`config.mk`:
```
export PLATFORM = sky130hd
export DESIGN_NAME = us_scan_sequencer_flat
export DESIGN_NICKNAME = d
export VERILOG_FILES = /design/src/rtl/us_scan_sequencer_if.sv /design/src/rtl/us_scan_sequencer.sv /design/src/flat_wrapper.sv
export SDC_FILE = /design/constraint.sdc
export NUM_CORES = 1
export LEC_CHECK = 0
export ABC_CLOCK_PERIOD_IN_PS = 4000
export CORE_ASPECT_RATIO = 1.4
export CORE_MARGIN = 3
export CORE_UTILIZATION = 45
export DETAILED_ROUTE_END_ITERATION = 8
export PLACE_DENSITY = 0.71
export SYNTH_ARGS = -nofsm -noshare
export SYNTH_HDL_FRONTEND = slang
export SYNTH_SLANG_ARGS = --single-unit
export TNS_END_PERCENT = 50
```
`constraint.sdc`:
```
create_clock -name clock -period 4 [get_ports clock]
set_input_delay 0.6 -clock clock [delete_from_list [all_inputs] [get_ports clock]]
set_output_delay 0.6 -clock clock [all_outputs]
set_load 0.01 [all_outputs]
```
`src/rtl/us_scan_sequencer_if.sv`:
```
// Bundle between the scan sequencer and its controller: run controls in,
// transducer drive, depth markers and scan angle out.
interface us_scan_sequencer_if #(
  parameter int N_CH  = 4,
  parameter int CH_W  = 2,
  parameter int ANG_W = 8
);
  logic             on;
  logic             mode;
  logic             transmit;
  logic [N_CH-1:0]  tx_en;
  logic             receive;
  logic             z_on;
  logic             marker;
  logic [CH_W-1:0]  channel;
  logic [ANG_W-1:0] angle;
  logic             increment;
  logic             frame_done;

  modport master (
    output on, mode,
    input  transmit, tx_en, receive, z_on, marker, channel, angle, increment, frame_done
  );

  modport slave (
    input  on, mode,
    output transmit, tx_en, receive, z_on, marker, channel, angle, increment, frame_done
  );
endinterface

```
`src/rtl/us_scan_sequencer.sv`:
```
// Pulse-echo scan sequencer: WAIT -> TX -> RX shots round-robin over N_CH channels,
// with per-cm depth markers, Z gating and a per-frame wrap/bounce scan angle.
module us_scan_sequencer #(
  parameter int CNT_W   = 16,
  parameter int T_WAIT  = 20000,
  parameter int T_TX    = 50,
  parameter int T_RX    = 2000,
  parameter int CM_CYC  = 65,
  parameter int N_CH    = 4,
  parameter int CH_W    = 2,
  parameter int ANG_W   = 8,
  parameter int ANG_MAX = 90
) (
  input  logic                clock,
  input  logic                clrn,
  us_scan_sequencer_if.slave  bus
);

  localparam logic [1:0] S_WAIT = 2'd0;
  localparam logic [1:0] S_TX   = 2'd1;
  localparam logic [1:0] S_RX   = 2'd2;

  localparam logic [CNT_W-1:0] WAIT_LAST = CNT_W'(T_WAIT - 1);
  localparam logic [CNT_W-1:0] TX_LAST   = CNT_W'(T_TX - 1);
  localparam logic [CNT_W-1:0] RX_LAST   = CNT_W'(T_RX - 1);
  localparam logic [CNT_W-1:0] CM_LAST   = CNT_W'(CM_CYC - 1);
  localparam logic [CNT_W-1:0] CM_LIM    = CNT_W'(CM_CYC);
  localparam logic [CH_W-1:0]  CH_LAST   = CH_W'(N_CH - 1);
  localparam logic [ANG_W-1:0] ANG_TOP   = ANG_W'(ANG_MAX);
  localparam logic [ANG_W-1:0] ANG_ONE   = ANG_W'(1);

  logic [1:0]       state;
  logic [CNT_W-1:0] cnt;
  logic [CNT_W-1:0] cm_cnt;
  logic [CH_W-1:0]  channel;
  logic [ANG_W-1:0] angle;
  logic             dir_down;
  logic             increment_q;

  logic             state_last;
  logic             frame_end;
  logic [ANG_W-1:0] angle_nxt;
  logic             dir_nxt;

  always_comb begin
    state_last = 1'b0;
    case (state)
      S_WAIT:  state_last = (cnt == WAIT_LAST);
      S_TX:    state_last = (cnt == TX_LAST);
      S_RX:    state_last = (cnt == RX_LAST);
      default: state_last = 1'b1;
    endcase
  end

  assign frame_end = (state == S_RX) && state_last && (channel == CH_LAST);

  // Bounce mode also recovers from an out-of-step dir (e.g. after a wrap-mode
  // frame left angle at the top), so the angle can never leave 0..ANG_MAX.
  always_comb begin
    angle_nxt = angle;
    dir_nxt   = dir_down;
    if (!bus.mode) begin
      dir_nxt   = 1'b0;
      angle_nxt = (angle >= ANG_TOP) ? '0 : angle + ANG_ONE;
    end else if (!dir_down) begin
      if (angle >= ANG_TOP) begin
        angle_nxt = ANG_TOP - ANG_ONE;
        dir_nxt   = (ANG_TOP != ANG_ONE);
      end else begin
        angle_nxt = angle + ANG_ONE;
        dir_nxt   = ((angle + ANG_ONE) == ANG_TOP);
      end
    end else begin
      if (angle == '0) begin
        angle_nxt = ANG_ONE;
        dir_nxt   = (ANG_ONE == ANG_TOP);
      end else begin
        angle_nxt = angle - ANG_ONE;
        dir_nxt   = (angle != ANG_ONE);
      end
    end
  end

  always_ff @(posedge clock or negedge clrn) begin
    if (!clrn) begin
      state       <= S_WAIT;
      cnt         <= '0;
      cm_cnt      <= '0;
      channel     <= '0;
      angle       <= '0;
      dir_down    <= 1'b0;
      increment_q <= 1'b0;
    end else if (bus.on) begin
      increment_q <= frame_end;
      if (state_last) begin
        cnt    <= '0;
        cm_cnt <= '0;
        case (state)
          S_WAIT:  state <= S_TX;
          S_TX:    state <= S_RX;
          default: state <= S_WAIT;
        endcase
        if (state == S_RX) begin
          channel <= (channel == CH_LAST) ? '0 : channel + CH_W'(1);
        end
        if (frame_end) begin
          angle    <= angle_nxt;
          dir_down <= dir_nxt;
        end
      end else begin
        cnt <= cnt + CNT_W'(1);
        if (state == S_RX) begin
          cm_cnt <= (cm_cnt == CM_LAST) ? '0 : cm_cnt + CNT_W'(1);
        end
      end
    end
  end

  // Outputs come only from registers; on gates them so a paused scan is silent.
  always_comb begin
    bus.tx_en = '0;
    for (int i = 0; i < N_CH; i++) begin
      bus.tx_en[i] = bus.on && (state == S_TX) && (channel == CH_W'(i));
    end
  end

  assign bus.transmit   = bus.on && (state == S_TX);
  assign bus.receive    = bus.on && (state == S_RX);
  assign bus.z_on       = bus.on && (state == S_RX) && (cnt >= CM_LIM);
  assign bus.marker     = bus.on && (state == S_RX) && (cm_cnt == '0) && (cnt != '0);
  assign bus.channel    = bus.on ? channel : '0;
  assign bus.angle      = bus.on ? angle : '0;
  assign bus.increment  = bus.on && increment_q;
  assign bus.frame_done = bus.on && frame_end;

endmodule
```
`src/flat_wrapper.sv`:
```
// flat-port wrapper written by rule: the top's interface ports become plain ports
module us_scan_sequencer_flat 
#(
  parameter int CNT_W   = 16,
  parameter int T_WAIT  = 20000,
  parameter int T_TX    = 50,
  parameter int T_RX    = 2000,
  parameter int CM_CYC  = 65,
  parameter int N_CH    = 4,
  parameter int CH_W    = 2,
  parameter int ANG_W   = 8,
  parameter int ANG_MAX = 90
)
  (clock, clrn, bus_on, bus_mode, bus_transmit, bus_tx_en, bus_receive, bus_z_on, bus_marker, bus_channel, bus_angle, bus_increment, bus_frame_done);
  us_scan_sequencer_if #(.N_CH(N_CH), .CH_W(CH_W), .ANG_W(ANG_W)) bus_i ();
  input  logic clock;
  input  logic clrn;
  input wire logic [$bits(bus_i.on)-1:0] bus_on;
  input wire logic [$bits(bus_i.mode)-1:0] bus_mode;
  output wire logic [$bits(bus_i.transmit)-1:0] bus_transmit;
  output wire logic [$bits(bus_i.tx_en)-1:0] bus_tx_en;
  output wire logic [$bits(bus_i.receive)-1:0] bus_receive;
  output wire logic [$bits(bus_i.z_on)-1:0] bus_z_on;
  output wire logic [$bits(bus_i.marker)-1:0] bus_marker;
  output wire logic [$bits(bus_i.channel)-1:0] bus_channel;
  output wire logic [$bits(bus_i.angle)-1:0] bus_angle;
  output wire logic [$bits(bus_i.increment)-1:0] bus_increment;
  output wire logic [$bits(bus_i.frame_done)-1:0] bus_frame_done;
  assign bus_i.on = bus_on;
  assign bus_i.mode = bus_mode;
  assign bus_transmit = bus_i.transmit;
  assign bus_tx_en = bus_i.tx_en;
  assign bus_receive = bus_i.receive;
  assign bus_z_on = bus_i.z_on;
  assign bus_marker = bus_i.marker;
  assign bus_channel = bus_i.channel;
  assign bus_angle = bus_i.angle;
  assign bus_increment = bus_i.increment;
  assign bus_frame_done = bus_i.frame_done;
  us_scan_sequencer #(.CNT_W(CNT_W), .T_WAIT(T_WAIT), .T_TX(T_TX), .T_RX(T_RX), .CM_CYC(CM_CYC), .N_CH(N_CH), .CH_W(CH_W), .ANG_W(ANG_W), .ANG_MAX(ANG_MAX)) u_core (.clock(clock), .clrn(clrn), .bus(bus_i));
endmodule
```
# Word level (Yosys, flattened, before mapping)
# Index checks and enable logic that the tools add are counted.
[totals]
ff_bits = 46
inputBits = 4
output_inout_bits = 20
word_cells = 66
[op_classes]
add_sub_neg = 5
n_lt_le_gt_ge = 2
n_eq_ne = 11
mux = 18
reduce_logical = 23
[ops]
columns = ["cell", "count"]
rows = [
  ["$mux W16", 4],
  ["$mux W8", 6],
  ["$add A16 B1 Y16 const B", 2],
  ["$eq A16 B11 Y1 const B", 1],
  ["$eq A16 B15 Y1 const B", 1],
  ["$eq A16 B6 Y1 const B", 1],
  ["$eq A16 B7 Y1 const B", 1],
  ["$ge A16 B7 Y1 const B", 1],
  ["$logic_not A16 Y1", 1],
  ["$reduce_bool A16 Y1", 1],
  ["$logic_and A1 B1 Y1", 13],
  ["$add A8 B1 Y8 const B", 1],
  ["$eq A8 B7 Y1 const B", 1],
  ["$ge A8 B7 Y1 const B", 1],
  ["$logic_not A8 Y1", 1],
  ["$ne A8 B1 Y1 const B", 1],
  ["$sub A8 B1 Y8 const B", 1],
  ["$eq A2 B2 Y1 const B", 3],
  ["$reduce_and A3 Y1", 2],
  ["$eq A2 B1 Y1 const B", 2],
  ["$logic_not A2 Y1", 2],
  ["$mux W1", 4],
  ["$mux W2", 2],
  ["$pmux W2 S2", 1],
  ["other kinds (4)", 5],
]

# Longest topological paths before layout
# Gate-level depths: netlist of run 1.
[depth]
word_depth = 5
ltp_mapped = 9
depth_no_buf = 8

# Worst setup path after synthesis of run 1
# No wires, ideal clock.
[synth_path]
path_type = "flip-flop to output port"
from = "register u_core.state[0]"
to = "output bus_frame_done"
arrival_time_ps = 1823
required_time_ps = 3400
path_slack_ps = 1577
path_stages_with_launch = 9
n_path_buf = 1
cell_sequence = "dfrtp_1 > inv_1 > ha_1 > or4b_1 > o22ai_2 > a41o_1 > buf_4 > nand2_4 > inv_2"
[synth_via]
elab_chain_cells = 5
word_cells_on_any_way = 7
[synth_lines]
columns = ["element", "line", "source"]
rows = [
  ["from (decl)", "us_scan_sequencer.sv:32", "logic [1:0] state;"],
  ["from (signal assigned)", "us_scan_sequencer.sv:86", "state <= S_WAIT;"],
  ["from (signal assigned)", "us_scan_sequencer.sv:99", "S_WAIT: state <= S_TX;"],
  ["from (signal assigned)", "us_scan_sequencer.sv:100", "S_TX: state <= S_RX;"],
  ["$eq A2 B2 Y1 (tied with other cells)", "us_scan_sequencer.sv:47, us_scan_sequencer.sv:55", ""],
  ["$pmux W1 S3", "us_scan_sequencer.sv:47", "case (state)"],
  ["$logic_and A1 B1 Y1 * (2 in a row)", "us_scan_sequencer.sv:55", "assign frame_end = (state == S_RX) && state_last && (channel == CH_LAST);"],
  ["$logic_and A1 B1 Y1 *", "us_scan_sequencer.sv:134", "assign bus.frame_done = bus.on && frame_end;"],
  ["to (decl)", "flat_wrapper.sv:28", "output wire logic [$bits(bus_i.frame_done)-1:0] bus_frame_done;"],
]
# Every way passes the cells marked *; elsewhere a longest branch is shown, timed or not.

# Final worst setup path of run 1
# Same ends and word-level chain as after synthesis.

==> impl_metrics.xml, run 1 <==
<?xml version="1.0" encoding="UTF-8"?>
<metrics>
  <group name="outcome">
    <metric name="outcome" unit="">complete, no violations</metric>
  </group>
  <group name="synth">
    <metric name="ranking_of_synthesized_cells_by_area" unit="">sky130_fd_sc_hd__dfrtp_1 35%, sky130_fd_sc_hd__ha_1 8.1%, sky130_fd_sc_hd__nand3_1 3.9%, sky130_fd_sc_hd__nor2_1 3.7%, sky130_fd_sc_hd__o21ai_0 3.5%</metric>
    <metric name="netlist_instances" unit="">384</metric>
    <metric name="ys_async_sr_fraction" unit="">1.000</metric>
    <metric name="synth.yosys.seq_area_share" unit="">0.3549</metric>
    <metric name="synth_top_flop_cell" unit="">sky130_fd_sc_hd__dfrtp_1</metric>
    <metric name="synth.yosys.warnings" unit="">0</metric>
    <metric name="number_of_flops_mapped_to_enable_cells_by_yosys" unit="">0</metric>
    <metric name="ys_types" unit="">59</metric>
    <metric name="synth_fp_nets" unit="">409</metric>
    <metric name="syn_avg_cell_area" unit="um2">8.446</metric>
    <metric name="synth_top_area_share" unit="">0.3549</metric>
    <metric name="combined_area_of_all_synthesized_cells" unit="um2">3243</metric>
    <metric name="register_bit_count_reported_by_yosys" unit="">46</metric>
    <metric name="synth.largest_area_cell" unit="">sky130_fd_sc_hd__dfrtp_1</metric>
  </group>
  <group name="cts">
    <metric name="cts_resized" unit="">0</metric>
    <metric name="cts_tree" unit="">yes</metric>
    <metric name="post_cts_setup_buffer_count" unit="">0</metric>
    <metric name="clock_latency" unit="ns">0.30</metric>
    <metric name="clock_sink_count" unit="">46</metric>
    <metric name="post_cts_hold_buffer_count" unit="">0</metric>
    <metric name="cts.root.buffer_cell" unit="">sky130_fd_sc_hd__clkbuf_8</metric>
    <metric name="cts_max_path_buffers" unit="">2</metric>
    <metric name="cts_buffer_count" unit="">5</metric>
    <metric name="cts.clk_slew.worst_paths" unit="ns">0.09</metric>
    <metric name="count_of_h_tree_levels_built_during_cts" unit="">2</metric>
  </group>
  <group name="setup_path">
    <metric name="cp_slowest_stage_delay" unit="ns">0.56</metric>
    <metric name="timing.reg2reg.worst_path_depth" unit="">8</metric>
    <metric name="worst-endpoint-required" unit="ns">3.40</metric>
    <metric name="cp-start-kind" unit="">register</metric>
    <metric name="critical_path_s_slowest_cell" unit="">sky130_fd_sc_hd__clkdlybuf4s50_1</metric>
    <metric name="reg2reg_from" unit="">u_core.state[0]</metric>
    <metric name="timing.critical_path.cells" unit="">inv_1, ha_1, or4b_1, o22ai_2, a41o_1, nand2_4, inv_2, clkdlybuf4s50_1</metric>
    <metric name="reg2reg_setup_slack" unit="ns">1.25</metric>
    <metric name="criticalPathCategory" unit="">reg2out</metric>
    <metric name="cpLargestDelayFamily" unit="">buffers and inverters</metric>
    <metric name="critPathBufInv" unit="">3</metric>
    <metric name="end_kind" unit="">primary output</metric>
    <metric name="critPathMaxFanout" unit="">7</metric>
    <metric name="crit_arrival" unit="ns">2.82</metric>
    <metric name="reg2reg_to" unit="">u_core.state[1]</metric>
  </group>
  <group name="routing">
    <metric name="firstDrtPassIters" unit="">5</metric>
    <metric name="vias_per_cell" unit="">5.982</metric>
    <metric name="number_of_routed_nets_with_antenna_violations" unit="">0</metric>
    <metric name="drcViolationCount" unit="">0</metric>
    <metric name="wl" unit="um">7937</metric>
    <metric name="drt_first_iter_violations" unit="">186</metric>
    <metric name="route.detailed.wl_per_inst" unit="um">16.16</metric>
    <metric name="vias" unit="">2937</metric>
  </group>
  <group name="pwr">
    <metric name="power.internal" unit="mW">1.048</metric>
    <metric name="p_leak" unit="nW">1.557</metric>
    <metric name="pwr_total" unit="mW">1.803</metric>
    <metric name="worst_ir_drop_vdd" unit="mV">0.2406</metric>
    <metric name="sw_ratio" unit="">0.4188</metric>
    <metric name="net-switching-power" unit="uW">755.0</metric>
    <metric name="power.clock.fraction" unit="">0.194</metric>
    <metric name="power.share.combinational" unit="">0.405</metric>
    <metric name="power.share.sequential" unit="">0.401</metric>
    <metric name="power_density" unit="nW/um2">497.4</metric>
  </group>
  <group name="finish">
    <metric name="area_growth_syn_to_layout" unit="%">11.77</metric>
    <metric name="number_of_nets_at_the_end_of_the_flow" unit="">420</metric>
    <metric name="layout_commonest_cell" unit="">sky130_fd_sc_hd__dfrtp_1</metric>
    <metric name="final_layout_size_suffix_gt1_frac" unit="">0.06061</metric>
    <metric name="stdcell_area" unit="um2">3625</metric>
    <metric name="most-common-layout-cells" unit="">46 x sky130_fd_sc_hd__dfrtp_1, 32 x sky130_fd_sc_hd__nor2_1, 30 x sky130_fd_sc_hd__nand2_1</metric>
    <metric name="antennaDiodeCount" unit="">0</metric>
  </group>
  <group name="sta">
    <metric name="rsz0062_at_grt" unit="">no</metric>
    <metric name="maxClockFrequency" unit="GHz">0.2928</metric>
    <metric name="finalHoldViolations" unit="">0</metric>
    <metric name="worst_slack" unit="ns">0.5847</metric>
    <metric name="timing.setup.tns" unit="ns">0</metric>
    <metric name="worst_slew_margin_rel" unit="">0.3064</metric>
    <metric name="slew_violations" unit="">0</metric>
    <metric name="setup_viol" unit="">0</metric>
    <metric name="fin_skew" unit="ns">0.009900</metric>
    <metric name="final_min_period_over_clock_period" unit="">0.8538</metric>
    <metric name="worst_slew_pin_slew" unit="ns">1.040</metric>
    <metric name="period_minus_slack" unit="ns">3.415</metric>
  </group>
  <group name="floorplan">
    <metric name="die_area" unit="um2">8276</metric>
    <metric name="die_width" unit="um">77.75</metric>
    <metric name="initial_utilization" unit="">0.4645</metric>
    <metric name="die-height" unit="um">106.4</metric>
    <metric name="fp-row-count" unit="">36</metric>
    <metric name="io_pins" unit="">24</metric>
    <metric name="core_region_area" unit="um2">6982</metric>
  </group>
  <group name="placed_design">
    <metric name="port-buffer-count" unit="">23</metric>
    <metric name="placer_congestion_estimate" unit="">0.8948</metric>
    <metric name="detailedPlace.worstSlack" unit="ns">0.9284</metric>
    <metric name="detailed_place.area" unit="um2">3516</metric>
    <metric name="dp_hpwl" unit="um">5669</metric>
  </group>
  <group name="grt">
    <metric name="grt_first_pass_wirelength" unit="um">13680</metric>
    <metric name="number_of_antenna_violations_at_the_first_check_in_global_routing" unit="">0</metric>
    <metric name="grt_start_max_net_pins" unit="">47</metric>
    <metric name="gr-usage-all-layers" unit="">0.2037</metric>
    <metric name="globalRoute.totalOverflow" unit="">0</metric>
    <metric name="via_count_of_the_first_global_routing_pass" unit="">2939</metric>
  </group>
  <group name="flow_run">
    <metric name="max_cap_violations" unit="">0</metric>
  </group>
  <group name="min_path">
    <metric name="worstHoldPathType" unit="">in2async</metric>
  </group>
</metrics>
==> area by class of cell <==
cell class              instances  area (um2)
fillers                       640        3357
clock inverters                 3       40.04
inverters                      23       86.33
multi-input cells             292        1904
repair buffers                 27       255.2
clock buffers                   5       68.82
flip-flops and latches         46        1151
well taps                      95       118.9
==> cell families after synthesis <==
group | share of synthesized area
and+or+nand+nor | 0.2546
buffers and inverters | 0.05787
DFF | 0.3549
xor gates and xnor gates | 0.03511
muxes | 0.009645
AOI/OAI and AO/OA | 0.2068
adders and majority gates | 0.08102
==> worst max-delay path by stage <==
stage                               start  depth (start not counted)  slack (ns)        endpoint
after floorplan           u_core.state[0]                          8        1.58  bus_frame_done
after global placement    u_core.state[0]                          8        0.98  bus_frame_done
after detailed placement  u_core.state[0]                          8        0.93  bus_frame_done
after CTS                 u_core.state[0]                          8        0.58  bus_frame_done
after global routing      u_core.state[0]                          8        0.43  bus_frame_done
final                     u_core.state[0]                          8        0.58  bus_frame_done
==> flip-flops by register name (all words and copies together), names as in the netlist <==
register	flops
u_core.cnt	16
u_core.dir_down	1
u_core.increment_q	1
u_core.angle	8
u_core.state	2
u_core.channel	2
u_core.cm_cnt	16
==> power groups by stage <==
stage / Sequential [mW] / Combinational, mW / Clock (mW)
6_report: 0.722 / 0.730 / 0.351
3_3_place_gp: 0.723 / 0.702 / 0
4_1_cts: 0.717 / 0.727 / 0.357
3_5_place_dp: 0.726 / 0.725 / 0
5_1_grt: 0.746 / 0.825 / 0.377
2_1_floorplan: 0.668 / 0.556 / 0
==> synth_stat cells, types with 2 or more instances <==
cell,instances
sky130_fd_sc_hd__o31a_1,2
sky130_fd_sc_hd__xnor2_1,10
sky130_fd_sc_hd__a32o_1,3
sky130_fd_sc_hd__nand4_1,8
sky130_fd_sc_hd__a31o_2,3
sky130_fd_sc_hd__clkbuf_1,17
sky130_fd_sc_hd__o2bb2ai_1,7
sky130_fd_sc_hd__and2_1,10
sky130_fd_sc_hd__o21ai_0,23
sky130_fd_sc_hd__inv_1,22
sky130_fd_sc_hd__nand2b_1,5
sky130_fd_sc_hd__o211a_1,2
sky130_fd_sc_hd__or3_1,4
sky130_fd_sc_hd__xor2_1,3
sky130_fd_sc_hd__dfrtp_1,46
sky130_fd_sc_hd__o32ai_1,3
sky130_fd_sc_hd__a31oi_1,10
sky130_fd_sc_hd__o21a_1,2
sky130_fd_sc_hd__nor3_1,12
sky130_fd_sc_hd__and3_1,10
sky130_fd_sc_hd__a41oi_1,3
sky130_fd_sc_hd__a21oi_1,16
sky130_fd_sc_hd__nand2_1,30
sky130_fd_sc_hd__mux2i_1,2
sky130_fd_sc_hd__ha_1,21
sky130_fd_sc_hd__o22ai_1,6
sky130_fd_sc_hd__nor2_1,32
sky130_fd_sc_hd__o31ai_1,3
sky130_fd_sc_hd__nor4_1,8
sky130_fd_sc_hd__buf_4,3
sky130_fd_sc_hd__nand3_1,25
sky130_fd_sc_hd__buf_2,3
sky130_fd_sc_hd__and4_1,4
==> through the flow <==
step / hold slack, ns / utilization / std cells
final: 0.4774 / 0.5192 / 491
after detailed placement: 0.4673 / 0.5036 / 483
after global routing: 0.5149 / 0.5192 / 491
after CTS: 0.4885 / 0.5192 / 491
after floorplan: 0.3044 / - / 384
after global placement: 0.4649 / 0.5036 / 483
==> per-layer routing <==
metal | vias up | GRT usage | wire length, um
met3 | 23 | 0.03051 | 311
met2 | 96 | 0.3591 | 4079
li1 | 1417 | - | -
met1 | 1401 | 0.2417 | 3338
met4 | 0 | 0.09033 | 208
met5 | - | 0 | 0
No activity file was read; power rests on OpenSTA's default activity.
==> inputs of run 2 (changes only) <==
--- a/config.mk
+++ b/config.mk
@@ -8,9 +8,9 @@
 export ABC_CLOCK_PERIOD_IN_PS = 4000
 export CORE_ASPECT_RATIO = 1.4
 export CORE_MARGIN = 3
-export CORE_UTILIZATION = 45
+export CORE_UTILIZATION = 64
 export DETAILED_ROUTE_END_ITERATION = 8
-export PLACE_DENSITY = 0.71
+export PLACE_DENSITY = 0.93
 export SYNTH_ARGS = -nofsm -noshare
 export SYNTH_HDL_FRONTEND = slang
 export SYNTH_SLANG_ARGS = --single-unit
==> run 2 against run 1 <==
Compared with the run above:
- routed wire length up 2.2%
- register-to-register slack got worse by 0.08 ns
- clock power is 8.5% lower
- hold slack worse by 0.013 ns
- global-route usage is 8.1 points higher
- maximum frequency shrank 0.79%
- non-clock buffer count rose by 2
- largest power group unchanged
- highest routed layer unchanged
==> impl_metrics.xml, run 2 (synthesis gave the netlist of run 1 again) <==
<?xml version="1.0" encoding="UTF-8"?>
<metrics>
  <group name="outcome">
    <metric name="outcome" unit="">complete, no violations</metric>
  </group>
  <group name="finish">
    <metric name="multi_input_comb_area" unit="um2">1904</metric>
    <metric name="most-common-layout-cells" unit="">46 x sky130_fd_sc_hd__dfrtp_1, 32 x sky130_fd_sc_hd__nor2_1, 30 x sky130_fd_sc_hd__nand2_1</metric>
    <metric name="layout_commonest_cell" unit="">sky130_fd_sc_hd__dfrtp_1</metric>
    <metric name="reg.largest.list" unit="">u_core.cm_cnt: 16 flops, u_core.cnt: 16 flops, u_core.angle: 8 flops</metric>
    <metric name="number_of_nets_at_the_end_of_the_flow" unit="">422</metric>
    <metric name="area.sequential" unit="um2">1151</metric>
    <metric name="area_growth_syn_to_layout" unit="%">10.92</metric>
    <metric name="final_layout_size_suffix_gt1_frac" unit="">0.06533</metric>
    <metric name="filler_cell_count" unit="">382</metric>
    <metric name="antennaDiodeCount" unit="">0</metric>
  </group>
  <group name="grt">
    <metric name="grt-busiest-layer" unit="">met2</metric>
    <metric name="global_route.usage.met3" unit="">0.04250</metric>
    <metric name="globalRoute.totalOverflow" unit="">0</metric>
    <metric name="gr-usage-met2" unit="">0.4722</metric>
    <metric name="grt_start_max_net_pins" unit="">47</metric>
    <metric name="gr-usage-all-layers" unit="">0.2848</metric>
    <metric name="number_of_antenna_violations_at_the_first_check_in_global_routing" unit="">0</metric>
    <metric name="grt_first_pass_wirelength" unit="um">13810</metric>
    <metric name="via_count_of_the_first_global_routing_pass" unit="">2987</metric>
    <metric name="met1_usage" unit="">0.3623</metric>
  </group>
  <group name="pwr">
    <metric name="p_leak" unit="nW">1.564</metric>
    <metric name="pwr_total" unit="mW">1.782</metric>
    <metric name="power_density" unit="nW/um2">495.4</metric>
    <metric name="worst_ir_drop_vdd" unit="mV">0.2967</metric>
  </group>
  <group name="sta">
    <metric name="rsz0062_at_grt" unit="">no</metric>
    <metric name="worst_slew_margin_rel" unit="">0.3081</metric>
    <metric name="period_minus_slack" unit="ns">3.443</metric>
    <metric name="worst_slack" unit="ns">0.5574</metric>
    <metric name="fin_skew" unit="ns">0.01176</metric>
    <metric name="maxClockFrequency" unit="GHz">0.2905</metric>
    <metric name="timing.setup.tns" unit="ns">0</metric>
    <metric name="worst_slew_pin_slew" unit="ns">1.038</metric>
    <metric name="finalHoldViolations" unit="">0</metric>
    <metric name="slew_violations" unit="">0</metric>
    <metric name="setup_viol" unit="">0</metric>
    <metric name="final_min_period_over_clock_period" unit="">0.8607</metric>
  </group>
  <group name="floorplan">
    <metric name="initial_utilization" unit="">0.6646</metric>
    <metric name="io_pins" unit="">24</metric>
    <metric name="core_region_area" unit="um2">4880</metric>
    <metric name="die_width" unit="um">66.16</metric>
    <metric name="die_area" unit="um2">5969</metric>
    <metric name="fp-row-count" unit="">30</metric>
    <metric name="die-height" unit="um">90.23</metric>
  </group>
  <group name="placed_design">
    <metric name="placer_congestion_estimate" unit="">0.9693</metric>
    <metric name="port-buffer-count" unit="">23</metric>
    <metric name="detailedPlace.worstSlack" unit="ns">0.9152</metric>
    <metric name="dp_hpwl" unit="um">5719</metric>
  </group>
  <group name="setup_path">
    <metric name="critPathBufInv" unit="">3</metric>
    <metric name="reg2reg_setup_slack" unit="ns">1.17</metric>
    <metric name="criticalPathCategory" unit="">reg2out</metric>
    <metric name="crit_arrival" unit="ns">2.84</metric>
    <metric name="timing.reg2reg.worst_path_depth" unit="">8</metric>
    <metric name="cp_slowest_stage_delay" unit="ns">0.56</metric>
    <metric name="cp-startpoint" unit="">u_core.state[0]</metric>
    <metric name="cpLargestDelayFamily" unit="">buffers and inverters</metric>
    <metric name="timing.critical_path.cells" unit="">inv_1, ha_1, or4b_1, o22ai_2, a41o_1, nand2_4, inv_2, clkdlybuf4s50_1</metric>
    <metric name="end_kind" unit="">primary output</metric>
    <metric name="cp-start-kind" unit="">register</metric>
    <metric name="critPathCapture" unit="">bus_frame_done</metric>
    <metric name="reg2reg_from" unit="">u_core.state[0]</metric>
    <metric name="critical_path_s_slowest_cell" unit="">sky130_fd_sc_hd__clkdlybuf4s50_1</metric>
    <metric name="timing.critical_path.depth" unit="">8</metric>
    <metric name="worst-endpoint-required" unit="ns">3.40</metric>
    <metric name="critPathMaxFanout" unit="">7</metric>
    <metric name="reg2reg_to" unit="">u_core.state[0]</metric>
  </group>
  <group name="cts">
    <metric name="cts_max_path_buffers" unit="">2</metric>
    <metric name="cts_tree" unit="">yes</metric>
    <metric name="cts_buffer_count" unit="">5</metric>
    <metric name="cts.clk_slew.worst_paths" unit="ns">0.09</metric>
    <metric name="clock_latency" unit="ns">0.30</metric>
    <metric name="post_cts_setup_buffer_count" unit="">0</metric>
    <metric name="clock_sink_count" unit="">46</metric>
    <metric name="count_of_h_tree_levels_built_during_cts" unit="">2</metric>
    <metric name="cts_resized" unit="">0</metric>
    <metric name="post_cts_hold_buffer_count" unit="">0</metric>
    <metric name="cts.root.buffer_cell" unit="">sky130_fd_sc_hd__clkbuf_8</metric>
  </group>
  <group name="min_path">
    <metric name="worstHoldPathType" unit="">in2async</metric>
  </group>
  <group name="routing">
    <metric name="drcViolationCount" unit="">0</metric>
    <metric name="route.detailed.wl_per_inst" unit="um">17.55</metric>
    <metric name="firstDrtPassIters" unit="">7</metric>
    <metric name="wl" unit="um">8109</metric>
    <metric name="vias" unit="">3082</metric>
    <metric name="vias_per_cell" unit="">6.671</metric>
    <metric name="number_of_routed_nets_with_antenna_violations" unit="">0</metric>
    <metric name="drt_first_iter_violations" unit="">354</metric>
  </group>
  <group name="flow_run">
    <metric name="max_cap_violations" unit="">0</metric>
  </group>
</metrics>
-- run 2: layer usage --
metal  vias to the layer above  routed length (um)
li1                       1425                   -
met1                      1496                3313
met2                       134                4134
met3                        27                 412
met4                         0                 249
met5                         -                   0
-- run 2: power breakdown --
part           switching, mW  total (mW)  internal, mW  leakage [nW]
Sequential             0.157       0.722         0.565         0.576
Clock                  0.162       0.321         0.159        0.0544
Combinational          0.439       0.740         0.301         0.933
Total                  0.758        1.78          1.02          1.56
-- run 2: worst min-delay path by stage --
stage                         endpoint  slack [ns]  depth (start not counted)
global route        u_core.increment_q        0.53                          1
finish                  u_core.cnt[13]        0.46                          1
floorplan              u_core.angle[0]        0.30                          0
detailed placement  u_core.increment_q        0.48                          1
CTS                 u_core.increment_q        0.50                          1
global placement    u_core.increment_q        0.47                          1
-- run 2: final cells by class --
class / count / share of cell area
clock inverters: 1 / 0.002435
clock buffers: 7 / 0.02678
multi-input cells: 292 / 0.5294
flip-flops and latches: 46 / 0.3200
well taps: 64 / 0.02226
repair buffers: 29 / 0.07513
inverters: 23 / 0.02400
-- run 2: worst register-to-register path, cell delays in order (launching register included) --
cell	delay [ns]
sky130_fd_sc_hd__dfrtp_1	0.41
sky130_fd_sc_hd__inv_1	0.11
sky130_fd_sc_hd__ha_1	0.23
sky130_fd_sc_hd__or4b_1	0.54
sky130_fd_sc_hd__o22ai_2	0.18
sky130_fd_sc_hd__a41oi_2	0.15
sky130_fd_sc_hd__buf_4	0.23
sky130_fd_sc_hd__nor2_1	0.64
sky130_fd_sc_hd__o21ai_0	0.19
-- run 2: metrics by stage --
stage | hold WS (ns) | cell area (um2) | utilization | cells
4_1_cts | 0.4986 | 3597 | 0.7372 | 462
3_5_place_dp | 0.4790 | 3492 | 0.7156 | 454
3_3_place_gp | 0.4658 | 3492 | 0.7156 | 454
6_report | 0.4646 | 3597 | 0.7372 | 462
2_1_floorplan | 0.3044 | 3243 | - | 384
5_1_grt | 0.5267 | 3597 | 0.7372 | 462
==> inputs of run 3 (changes only) <==
--- a/config.mk
+++ b/config.mk
@@ -10,7 +10,7 @@
 export CORE_MARGIN = 3
 export CORE_UTILIZATION = 64
 export DETAILED_ROUTE_END_ITERATION = 8
-export PLACE_DENSITY = 0.93
+export PLACE_DENSITY = 0.92
 export SYNTH_ARGS = -nofsm -noshare
 export SYNTH_HDL_FRONTEND = slang
 export SYNTH_SLANG_ARGS = --single-unit
==> run 3 against run 2 <==
Compared with the run above:
- highest routed layer unchanged
- worst setup slack better by 0.014 ns
- die area did not move
- global-route usage up 1.1 points
- non-clock buffer count down 1
- flip-flop and latch count unchanged
==> impl_metrics.xml, run 3 (synthesis gave the netlist of run 1 again) <==
<?xml version="1.0" encoding="UTF-8"?>
<metrics>
  <group name="routing">
    <metric name="drt_first_iter_violations" unit="">245</metric>
    <metric name="route.detailed.wl_per_inst" unit="um">18.28</metric>
    <metric name="vias_per_cell" unit="">6.716</metric>
    <metric name="wl" unit="um">8427</metric>
    <metric name="vias" unit="">3096</metric>
    <metric name="drcViolationCount" unit="">0</metric>
    <metric name="firstDrtPassIters" unit="">6</metric>
    <metric name="number_of_routed_nets_with_antenna_violations" unit="">0</metric>
  </group>
  <group name="setup_path">
    <metric name="cp-start-kind" unit="">register</metric>
    <metric name="reg2reg_setup_slack" unit="ns">1.12</metric>
    <metric name="end_kind" unit="">primary output</metric>
    <metric name="worst-endpoint-required" unit="ns">3.40</metric>
    <metric name="reg2reg_from" unit="">u_core.state[0]</metric>
    <metric name="cp-startpoint" unit="">u_core.state[1]</metric>
    <metric name="criticalPathCategory" unit="">reg2out</metric>
    <metric name="timing.reg2reg.worst_path_depth" unit="">6</metric>
    <metric name="crit_arrival" unit="ns">2.83</metric>
    <metric name="critPathMaxFanout" unit="">7</metric>
    <metric name="critPathCapture" unit="">bus_frame_done</metric>
    <metric name="reg2reg_to" unit="">u_core.cm_cnt[3]</metric>
  </group>
  <group name="floorplan">
    <metric name="initial_utilization" unit="">0.6646</metric>
    <metric name="die-height" unit="um">90.23</metric>
    <metric name="fp-row-count" unit="">30</metric>
    <metric name="die_width" unit="um">66.16</metric>
    <metric name="die_area" unit="um2">5969</metric>
    <metric name="io_pins" unit="">24</metric>
    <metric name="core_region_area" unit="um2">4880</metric>
  </group>
  <group name="cts">
    <metric name="clock_latency" unit="ns">0.30</metric>
    <metric name="post_cts_setup_buffer_count" unit="">0</metric>
    <metric name="cts_max_path_buffers" unit="">2</metric>
    <metric name="cts_tree" unit="">yes</metric>
    <metric name="post_cts_hold_buffer_count" unit="">0</metric>
    <metric name="clock_sink_count" unit="">46</metric>
    <metric name="cts.root.buffer_cell" unit="">sky130_fd_sc_hd__clkbuf_8</metric>
    <metric name="cts_buffer_count" unit="">5</metric>
    <metric name="cts_resized" unit="">0</metric>
    <metric name="count_of_h_tree_levels_built_during_cts" unit="">2</metric>
    <metric name="cts.clk_slew.worst_paths" unit="ns">0.09</metric>
  </group>
  <group name="sta">
    <metric name="worst_slew_margin_rel" unit="">0.3153</metric>
    <metric name="maxClockFrequency" unit="GHz">0.2917</metric>
    <metric name="timing.setup.tns" unit="ns">0</metric>
    <metric name="whs" unit="ns">0.4622</metric>
    <metric name="period_minus_slack" unit="ns">3.428</metric>
    <metric name="worst_slew_pin_slew" unit="ns">1.027</metric>
    <metric name="rsz0062_at_grt" unit="">no</metric>
    <metric name="fin_skew" unit="ns">0.008881</metric>
    <metric name="setup_viol" unit="">0</metric>
    <metric name="finalHoldViolations" unit="">0</metric>
    <metric name="slew_violations" unit="">0</metric>
    <metric name="final_min_period_over_clock_period" unit="">0.8571</metric>
  </group>
  <group name="finish">
    <metric name="filler_cell_count" unit="">381</metric>
    <metric name="layout_commonest_cell" unit="">sky130_fd_sc_hd__dfrtp_1</metric>
    <metric name="number_of_nets_at_the_end_of_the_flow" unit="">421</metric>
    <metric name="final_layout_size_suffix_gt1_frac" unit="">0.06045</metric>
    <metric name="most-common-layout-cells" unit="">46 x sky130_fd_sc_hd__dfrtp_1, 32 x sky130_fd_sc_hd__nor2_1, 30 x sky130_fd_sc_hd__nand2_1</metric>
    <metric name="final_core_utilization" unit="">0.7318</metric>
    <metric name="reg.largest.list" unit="">u_core.cm_cnt: 16 flops, u_core.cnt: 16 flops, u_core.angle: 8 flops</metric>
    <metric name="antennaDiodeCount" unit="">0</metric>
    <metric name="area_growth_syn_to_layout" unit="%">10.11</metric>
  </group>
  <group name="placed_design">
    <metric name="dp_hpwl" unit="um">6073</metric>
    <metric name="port-buffer-count" unit="">23</metric>
    <metric name="placer_congestion_estimate" unit="">0.9379</metric>
  </group>
  <group name="pwr">
    <metric name="pwr_total" unit="mW">1.746</metric>
    <metric name="power_density" unit="nW/um2">489.0</metric>
    <metric name="power.internal" unit="uW">983.0</metric>
    <metric name="power.share.combinational" unit="">0.421</metric>
    <metric name="sw_ratio" unit="">0.4371</metric>
    <metric name="power.clock.fraction" unit="">0.165</metric>
    <metric name="p_leak" unit="nW">1.550</metric>
    <metric name="power.share.sequential" unit="">0.414</metric>
    <metric name="worst_ir_drop_vdd" unit="mV">0.2875</metric>
    <metric name="net-switching-power" unit="uW">763.4</metric>
  </group>
  <group name="grt">
    <metric name="grt_start_max_net_pins" unit="">47</metric>
    <metric name="globalRoute.totalOverflow" unit="">0</metric>
    <metric name="via_count_of_the_first_global_routing_pass" unit="">3005</metric>
    <metric name="gr-usage-met2" unit="">0.4880</metric>
    <metric name="grt-busiest-layer" unit="">met2</metric>
    <metric name="met1_usage" unit="">0.3595</metric>
    <metric name="global_route.usage.met3" unit="">0.04625</metric>
    <metric name="grt_first_pass_wirelength" unit="um">14010</metric>
    <metric name="gr-usage-all-layers" unit="">0.2957</metric>
    <metric name="number_of_antenna_violations_at_the_first_check_in_global_routing" unit="">0</metric>
  </group>
  <group name="min_path">
    <metric name="worstHoldPathType" unit="">in2async</metric>
  </group>
  <group name="outcome">
    <metric name="outcome" unit="">complete, no violations</metric>
  </group>
  <group name="flow_run">
    <metric name="max_cap_violations" unit="">0</metric>
  </group>
</metrics>
run 3: cell types whose count changed in the layout (fill, tap and decap cells not counted):
cell	delta
sky130_fd_sc_hd__clkbuf_1	+1
sky130_fd_sc_hd__clkinv_2	+1
sky130_fd_sc_hd__buf_4	-1
sky130_fd_sc_hd__clkbuf_8	-2
run 3: how the worst min path moves through the flow:
stage                             from                  to  slack [ns]  depth (start not counted)
floorplan                         clrn     u_core.angle[0]        0.30                          0
global placement    u_core.increment_q  u_core.increment_q        0.47                          1
detailed placement  u_core.increment_q  u_core.increment_q        0.47                          1
CTS                 u_core.increment_q  u_core.increment_q        0.49                          1
global route        u_core.increment_q  u_core.increment_q        0.52                          1
finish                            clrn      u_core.cnt[15]        0.46                          1
run 3: routing by layer:
metal  wire (um)  vias up
met1        3283     1462
met4         440        0
met5           0        -
met2        4250      161
li1            -     1420
met3         452       53
run 3: area by class of cell:
class	count	area, um2	share of cell area
multi-input combinational	292	1904	0.5333
sequential	46	1151	0.3224
timing repair buffer	28	262.8	0.07358
inverter	23	86.33	0.02418
tap	64	80.08	0.02242
clock buffer	6	72.57	0.02032
clock inverter	2	13.76	0.003854
run 3: per-stage QoR:
step                instances  instance area (um2)  setup WS (ns)
floorplan                 384                 3243          1.577
global placement          453                 3485         0.9957
detailed placement        453                 3485         0.9481
CTS                       461                 3571         0.5937
global route              461                 3571         0.4056
finish                    461                 3571         0.5716
run 3: power by group through the flow:
stage | Clock [mW] | Combinational (mW) | Sequential [mW]
final | 0.288 | 0.735 | 0.724
after global routing | 0.310 | 0.815 | 0.741
after CTS | 0.289 | 0.717 | 0.717
after detailed placement | 0 | 0.715 | 0.726
after global placement | 0 | 0.685 | 0.716
after floorplan | 0 | 0.556 | 0.668
run 3: worst max-delay path, cell delays in order (launching register included):
cell                              delay, ns
sky130_fd_sc_hd__dfrtp_1               0.41
sky130_fd_sc_hd__inv_1                 0.11
sky130_fd_sc_hd__ha_1                  0.30
sky130_fd_sc_hd__or3b_2                0.43
sky130_fd_sc_hd__o21ai_0               0.15
sky130_fd_sc_hd__a41o_1                0.31
sky130_fd_sc_hd__nand2_4               0.08
sky130_fd_sc_hd__inv_2                 0.15
sky130_fd_sc_hd__clkdlybuf4s50_1       0.56
